`src/rtl/input_tokenizer.sv`:
```
// Keypad command consumer: builds decimal numbers from digit codes and emits
// NUM/OP/paren/OK/CLR tokens through a small FIFO with a valid/ready handshake.
module input_tokenizer #(
    parameter int W     = 16,
    parameter int DEPTH = 4,
    parameter int IC_N  = 5
) (
    input  logic            clk_i,
    input  logic            rst_i,
    input  logic [IC_N-1:0] cmd_i,
    output logic            tok_valid_o,
    input  logic            tok_ready_i,
    output logic [2:0]      tok_kind_o,
    output logic [W-1:0]    tok_value_o,
    output logic [W-1:0]    entry_val_o,
    output logic            entry_active_o,
    output logic            drop_o
);

    localparam int AW = (DEPTH > 1) ? $clog2(DEPTH) : 1;

    localparam logic [IC_N-1:0] IC_NONE = IC_N'(0);
    localparam logic [IC_N-1:0] IC_NUM0 = IC_N'(1);
    localparam logic [IC_N-1:0] IC_NUM9 = IC_N'(10);
    localparam logic [IC_N-1:0] IC_OPAD = IC_N'(11);
    localparam logic [IC_N-1:0] IC_OPLS = IC_N'(17);
    localparam logic [IC_N-1:0] IC_EXLP = IC_N'(18);
    localparam logic [IC_N-1:0] IC_EXRP = IC_N'(19);
    localparam logic [IC_N-1:0] IC_CTOK = IC_N'(20);
    localparam logic [IC_N-1:0] IC_CLBK = IC_N'(21);
    localparam logic [IC_N-1:0] IC_CLCL = IC_N'(22);

    typedef enum logic [2:0] {
        TK_NUM  = 3'd0,
        TK_OP   = 3'd1,
        TK_LPAR = 3'd2,
        TK_RPAR = 3'd3,
        TK_OK   = 3'd4,
        TK_CLR  = 3'd5
    } tok_kind_e;

    logic [W-1:0]  acc_q, acc_d;
    logic [W-1:0]  ndig_q, ndig_d;
    logic          drop_q, drop_d;
    logic [AW:0]   wptr_q, wptr_d, rptr_q, rptr_d;
    logic [AW:0]   count, wnext;
    tok_kind_e     kind_mem [DEPTH];
    logic [W-1:0]  val_mem  [DEPTH];

    logic          pop, entry_active;
    logic [AW+1:0] free_slots, need;
    logic          we0, we1;
    tok_kind_e     wk0, wk1;
    logic [W-1:0]  wv0, wv1;
    logic [W+3:0]  nxt;
    logic          is_digit, is_tok;
    tok_kind_e     ck;
    logic [W-1:0]  cv;

    assign count        = wptr_q - rptr_q;
    assign wnext        = wptr_q + (AW+1)'(1);
    assign tok_valid_o  = (count != '0);
    assign pop          = tok_valid_o && tok_ready_i;
    assign entry_active = (ndig_q != '0);
    // A pop in this cycle frees a slot that a push may reuse immediately.
    assign free_slots   = (AW+2)'(DEPTH) - {1'b0, count} + {{(AW+1){1'b0}}, pop};
    assign need         = entry_active ? (AW+2)'(2) : (AW+2)'(1);
    assign is_digit     = (cmd_i >= IC_NUM0) && (cmd_i <= IC_NUM9);
    assign nxt          = {4'b0000, acc_q} * (W+4)'(10) + (W+4)'(cmd_i - IC_NUM0);

    assign tok_kind_o     = tok_valid_o ? kind_mem[rptr_q[AW-1:0]] : TK_NUM;
    assign tok_value_o    = tok_valid_o ? val_mem[rptr_q[AW-1:0]] : '0;
    assign entry_val_o    = acc_q;
    assign entry_active_o = entry_active;
    assign drop_o         = drop_q;

    always_comb begin
        is_tok = 1'b0;
        ck     = TK_OP;
        cv     = '0;
        if ((cmd_i >= IC_OPAD) && (cmd_i <= IC_OPLS)) begin
            is_tok = 1'b1;
            cv     = W'(cmd_i - IC_OPAD);
        end else if (cmd_i == IC_EXLP) begin
            is_tok = 1'b1;
            ck     = TK_LPAR;
        end else if (cmd_i == IC_EXRP) begin
            is_tok = 1'b1;
            ck     = TK_RPAR;
        end else if (cmd_i == IC_CTOK) begin
            is_tok = 1'b1;
            ck     = TK_OK;
        end
    end

    always_comb begin
        acc_d  = acc_q;
        ndig_d = ndig_q;
        drop_d = 1'b0;
        we0    = 1'b0;
        we1    = 1'b0;
        wk0    = TK_NUM;
        wv0    = '0;
        wk1    = TK_NUM;
        wv1    = '0;
        wptr_d = wptr_q;
        rptr_d = rptr_q + {{AW{1'b0}}, pop};
        if (cmd_i == IC_CLCL) begin
            // Clear flushes everything queued, including a head popped this cycle.
            acc_d  = '0;
            ndig_d = '0;
            rptr_d = wptr_q;
            we0    = 1'b1;
            wk0    = TK_CLR;
            wptr_d = wnext;
        end else if (is_digit) begin
            if (nxt[W+3:W] == 4'b0000) begin
                acc_d = nxt[W-1:0];
                if (ndig_q != '1)
                    ndig_d = ndig_q + W'(1);
            end else begin
                drop_d = 1'b1;
            end
        end else if (cmd_i == IC_CLBK) begin
            if (entry_active) begin
                acc_d  = acc_q / W'(10);
                ndig_d = ndig_q - W'(1);
            end else begin
                drop_d = 1'b1;
            end
        end else if (is_tok) begin
            // The pending number and the command token go in together or not at all.
            if (free_slots >= need) begin
                acc_d  = '0;
                ndig_d = '0;
                we0    = 1'b1;
                if (entry_active) begin
                    wk0    = TK_NUM;
                    wv0    = acc_q;
                    we1    = 1'b1;
                    wk1    = ck;
                    wv1    = cv;
                    wptr_d = wptr_q + (AW+1)'(2);
                end else begin
                    wk0    = ck;
                    wv0    = cv;
                    wptr_d = wnext;
                end
            end else begin
                drop_d = 1'b1;
            end
        end
    end

    always_ff @(posedge clk_i or posedge rst_i) begin
        if (rst_i) begin
            acc_q  <= '0;
            ndig_q <= '0;
            drop_q <= 1'b0;
            wptr_q <= '0;
            rptr_q <= '0;
        end else begin
            acc_q  <= acc_d;
            ndig_q <= ndig_d;
            drop_q <= drop_d;
            wptr_q <= wptr_d;
            rptr_q <= rptr_d;
        end
    end

    always_ff @(posedge clk_i) begin
        if (we0) begin
            kind_mem[wptr_q[AW-1:0]] <= wk0;
            val_mem[wptr_q[AW-1:0]]  <= wv0;
        end
        if (we1) begin
            kind_mem[wnext[AW-1:0]] <= wk1;
            val_mem[wnext[AW-1:0]]  <= wv1;
        end
    end

    logic unused_none;
    assign unused_none = (IC_NONE == '0);

endmodule

```
`config.mk`:
```
export PLATFORM = sky130hd
export DESIGN_NAME = input_tokenizer
export DESIGN_NICKNAME = d
export VERILOG_FILES = /design/src/rtl/input_tokenizer.sv
export SDC_FILE = /design/constraint.sdc
export NUM_CORES = 1
export LEC_CHECK = 0
export CAP_MARGIN = 20
export CORE_AREA = 2 2 130 132
export DETAILED_ROUTE_END_ITERATION = 16
export DIE_AREA = 0 0 132 134
export HOLD_SLACK_MARGIN = 0.02
export PLACE_DENSITY = 0.9
export REMOVE_ABC_BUFFERS = 1
export SLEW_MARGIN = 20
export SYNTH_ARGS = -nofsm -noshare
export SYNTH_HDL_FRONTEND = slang
export SYNTH_SLANG_ARGS = --single-unit
export TNS_END_PERCENT = 50
```
`constraint.sdc`:
```
create_clock -name clk_i -period 6.3 [get_ports clk_i]
set_input_delay 0.63 -clock clk_i [delete_from_list [all_inputs] [get_ports clk_i]]
set_output_delay 0.63 -clock clk_i [all_outputs]
set_load 0.005 [all_outputs]
```
Word level (Yosys, flattened, before mapping)
Memory sizes are Yosys's and may differ from the RTL's.
Index checks and enable logic that the tools add are counted.
{ "op_classes": {"n_reduce_logical": 13, "eq_ne": 11, "multipliers": 1, "addsub": 11, "n_mux": 78, "n_lt_le_gt_ge": 5, "div": 1} }
{ "ops": {"columns": ["cell", "n"], "rows": [
  ["16-bit 2-to-1 mux", 27],
  ["3-bit 2-to-1 mux", 24],
  ["1-bit 2-to-1 mux", 26],
  ["5-bit == test, second input constant", 5],
  ["20-bit adder", 1],
  ["16-bit by 3-bit multiplier with 19-bit output, second input constant", 1],
  ["16-bit by 1-bit adder with 16-bit output, second input constant", 1],
  ["16-bit by 4-bit divider with 16-bit output, second input constant", 1],
  ["16-bit != test, second input constant", 1],
  ["16-bit nonzero test", 1],
  ["16-bit by 1-bit subtractor with 16-bit output, second input constant", 1],
  ["4-bit AND reduction", 2],
  ["4-bit nonzero test", 2],
  ["3-bit by 1-bit != test with 1-bit output, second input constant", 2],
  ["5-bit by 1-bit subtractor with 6-bit output, second input constant", 1],
  ["5-bit by 4-bit subtractor with 6-bit output, second input constant", 1],
  ["5-bit by 1-bit >= comparator with 1-bit output, second input constant", 1],
  ["5-bit by 4-bit >= comparator with 1-bit output, second input constant", 1],
  ["5-bit by 4-bit <= comparator with 1-bit output, second input constant", 1],
  ["5-bit <= comparator, second input constant", 1],
  ["5-bit AND reduction", 1],
  ["4-bit by 1-bit adder with 4-bit output", 1],
  ["4-bit by 2-bit >= comparator with 1-bit output", 1],
  ["4-bit logical NOT", 1],
  ["other kinds (12)", 15]
]} }
{ "word_totals": {"elab_cells": 127, "mem_count": 2, "ramBits": 76, "inputBits": 8, "reg_bits": 39, "out_inout_bits": 38} }
{ "mem_list": {"columns": ["name", "words", "width", "rd", "rd_clocked_by_memory_dff", "write_ports", "line_no", "text"], "rows": [
  ["val_mem", 4, 16, 1, 0, 2, "48", "logic [W-1:0] val_mem [DEPTH];"],
  ["kind_mem", 4, 3, 1, 0, 2, "47", "tok_kind_e kind_mem [DEPTH];"]
]} }

Depth between registers and ports, before layout
{ "logic_depth": {"depth_word": 12, "depth_mapped": 30, "depth_no_buf": 29} }

Worst setup path after synthesis
OpenSTA, ideal clock, no wires.
{ "synth_timing": {"path_type": "register to register", "from": "register acc_q[1] (netlist: entry_val_o[1])", "to": "register ndig_q[15]", "setup_ns": 0.142, "path_buffers": 2, "t_arrival_ns": 5.593, "synth_period_minus_slack_ns": 5.736, "required_time_ns": 6.158, "path_slack_ns": 0.564, "path_stages_with_launch": 29, "cell_sequence": "dfrtp_1 ha_1 ha_1 inv_1 fa_1 inv_1 a21oi_1 o21ai_0 a21oi_1 o21bai_1 a21o_1 a21o_1 a21o_1 a21o_1 a21o_1 a21o_1 a21o_1 a21oi_1 xnor2_1 ha_1 or4_1 o21a_1 xor2_1 xnor2_1 a41oi_1 a311o_1 clkbuf_1 buf_1 o221ai_1"} }
{ "synth_via": {"elab_chain_cells": 5} }
{ "synth_lines": {"columns": ["item", "line_no", "text"], "rows": [
  ["start: declaration", "42", "logic [W-1:0] acc_q, acc_d;"],
  ["start signal: assignment", "157", "acc_q <= '0;"],
  ["start signal: assignment", "163", "acc_q <= acc_d;"],
  ["16-bit by 3-bit multiplier with 19-bit output", "69", "assign nxt = {4'b0000, acc_q} * (W+4)'(10) + (W+4)'(cmd_i - IC_NUM0);"],
  ["20-bit adder", "69", null],
  ["4-bit logical NOT", "117", "if (nxt[W+3:W] == 4'b0000) begin"],
  ["3-bit by 1-bit != test with 1-bit output (no line)", null, null],
  ["5-bit AND reduction (no line)", null, null],
  ["end signal: assignment", "164", "ndig_q <= ndig_d;"],
  ["end: declaration", "43", "logic [W-1:0] ndig_q, ndig_d;"]
]} }
Every way passes these cells.
A chain may end at the register's enable or synchronous reset.

Worst setup path in the final report
{ "layout_timing": {"from": "register acc_q[3] (netlist: entry_val_o[3])", "to": "register ndig_q[14]"} }
The elaborated chain is that of the path after synthesis.

==> flow_metrics.tcl <==
set metrics [dict create \
    worstMarginPinSlew_ns 0.9873 \
    timing.final.hold_violations 0 \
    hold_class "reg2reg" \
    antenna_found_initial 0 \
    initial_core_util 0.6223 \
    hold_end "wptr_q[2]$_DFFE_PP0P_" \
    worstPathRequired_ns 6.62 \
    rsz0062_at_grt "false" \
    dp_worst_setup_slack_ns 0.1030 \
    clock_skew_ns 0.009373 \
    r2r_start "entry_val_o[3]$_DFFE_PP0P_" \
    drv_cap 0 \
    maxSlewHeadroom 0.3418 \
    crit_path_top_delay_cell "dfrtp_2" \
    fmax_mhz 167.0 \
    yosysSeqAreaShare 0.3214 \
    h-tree-depth 4 \
    routabilityCongestion 0.9347 \
    synth-main-ff-cell "edfxtp_1" \
    hp-start "wptr_q[2]$_DFFE_PP0P_" \
    num-nets-final 1246 \
    avgRoutedWirePerCell_um 19.81 \
    layout-drive-gt1-share 0.1202 \
    synth.cell_area_um2 10140 \
    core_um2 16290 \
    clk_latency_ns 0.43 \
    start_kind "register" \
    setup_viol 0 \
    vias 9580 \
    grt_busiest_layer "met2" \
    min_period_over_period 0.9507 \
    ys_ff_latch 115 \
    cts_buffers 17 \
    reg2reg_depth 29 \
    dp_hpwl_mm 17.91 \
    postCtsSetupBuffers 0 \
    timing.rr.end "ndig_q[14]$_DFFE_PP0P_" \
    gr-total-overflow 0 \
    synth-async-reset-ratio 0.3391 \
    clock-sinks 115 \
    cp-end-kind "register" \
    met2_usage 0.5651 \
    post-route-min-period_ns 5.990 \
    status "completed" \
    io_pins 46 \
    final_common_cell "nor2_1" \
    drt_iter0_markers 1291 \
    first_pass_iters 7 \
    grt_first_pass_wirelength_mm 45.56 \
    drc 0 \
    grtUsageTotal 0.3170 \
    num_antenna_cells 0 \
    placed_area_um2 10810 \
    finalMaxSlewViolations 0 \
    vias_per_cell 6.838 \
    grt_max_degree 61 \
    antenna_left 0 \
    synth_cell_types 101 \
    path_common_cell "a21o_1" \
    met1_usage 0.3782 \
    clockBufferDepth 2 \
    cpPeakStageDelay_ns 0.46 \
    final_area_um2 11370 \
    numPortBuffers 45 \
    die_w_um 132 \
    worstPathArrival_ns 6.31 \
    cts_tree "yes" \
    grt_pass1_vias 9386 \
    r2r_slack_ns 0.31 \
    syn_inst 1151 \
    cts_root_buf "clkbuf_16" \
    row_count 47 \
    final_cell_mix "nor2_1 (142), a21oi_1 (131), o21ai_0 (80)" \
    min_path_cells 1 \
    syn2layout_area_growth_pct 12.18 \
    tns_ns 0 \
    setup_slack_ns 0.3103 \
    syn-mean-instance-area_um2 8.807 \
    die_area_um2 17690 \
    critical_path.max_fanout 30 \
    grtUsageMet3 0.04724 \
    synth_edf_count 76 \
    hold_ws_ns 0.5533 \
    yosysWarnings 0 \
    critPathKind "reg2reg" \
    die_y_um 134 \
    clkTransAtPathRegs_ns 0.05 \
    wirelength_mm 27.75 \
]
[cells by family after synthesis]
| logic type | count (synthesis) | synth area share |
|---|---|---|
| AO/OA/AOI/OAI | 389 | 0.2640 |
| AND/OR/NAND/NOR | 381 | 0.1829 |
| buffers and inverters | 124 | 0.05060 |
| flip-flops | 115 | 0.3214 |
| adder cells (fa/ha/maj) | 71 | 0.08961 |
| XOR/XNOR | 42 | 0.03703 |
| multiplexers | 29 | 0.05443 |
[final cells by class]
type | count | area [um2]
multi-input cells | 912 | 6410
fillers | 1110 | 4917
flip-flops and latches | 115 | 3259
repair buffers | 81 | 720.7
clock buffers | 19 | 432.9
well taps | 220 | 275.3
inverters | 42 | 157.7
clock inverters | 12 | 116.4
[stage by stage]
step / utilization / std cells
3_3_place_gp: 0.6633 / 1370
5_1_grt: 0.6981 / 1401
3_5_place_dp: 0.6633 / 1370
2_1_floorplan: - / 1069
4_1_cts: 0.6971 / 1401
6_report: 0.6981 / 1401
[how the worst max path moves through the flow]
stage,startpoint,end,cells after the start
after CTS,entry_val_o[3]$_DFFE_PP0P_,ndig_q[9]$_DFFE_PP0P_,27
after detailed placement,cmd_i[0],ndig_q[11]$_DFFE_PP0P_,22
after global routing,entry_val_o[3]$_DFFE_PP0P_,ndig_q[14]$_DFFE_PP0P_,29
final,entry_val_o[3]$_DFFE_PP0P_,ndig_q[14]$_DFFE_PP0P_,29
after floorplan,entry_val_o[3]$_DFFE_PP0P_,ndig_q[13]$_DFFE_PP0P_,28
after global placement,cmd_i[0],ndig_q[9]$_DFFE_PP0P_,22
[worst max-delay path: cells and delay by family, from the launching register on]
kind | cells | cell delay (ns)
xor+xnor | 3 | 0.39
buf+inv | 3 | 0.39
simple gates | 1 | 0.39
compound gates | 18 | 3.29
fa+ha+maj | 4 | 0.96
flops | 1 | 0.46
[per-layer routing]
layer / share of wire / wire (um) / vias up
met3: 0.082 / 2275 / 106
li1: - / - / 4309
met2: 0.51 / 14170 / 622
met4: 0.036 / 1012 / 0
met1: 0.37 / 10300 / 4543
met5: 0 / 0 / -
[sequential cells by signal (all words and copies together) (netlist names)]
signal       flops
wptr_q           3
entry_val_o     16
rptr_q           3
kind_mem        12
drop_o           1
val_mem         64
ndig_q          16
[synthesized netlist by cell type (14+ instances only)]
cell type	instances	area (um2)
o22ai_1	14	87.58
nand3_1	26	130.1
dfrtp_1	39	975.9
nor3_1	24	120.1
edfxtp_1	76	2282
xor2_1	14	122.6
a21oi_1	132	660.6
o31ai_1	16	120.1
nand2b_1	17	106.4
a21o_1	17	127.6
xnor2_1	27	236.5
clkbuf_1	57	214.0
nand2_1	69	259.0
inv_1	38	142.6
ha_1	66	825.8
nor2_1	142	533.0
o21ai_0	80	400.4
nor2b_1	31	193.9
mux4_2	19	427.9
[what timing repair did]
| action | 4_1_cts | 5_1_grt |
|---|---|---|
| hold buffers | 0 | 0 |
| gates resized for setup | 0 | 5 |
| setup endpoints to repair | 0 | 16 |
| hold endpoints to repair | 0 | 0 |
Power is left out: the tool's default activity adds up to more than one toggle a clock period on the data nets, which glitch-free logic cannot reach.
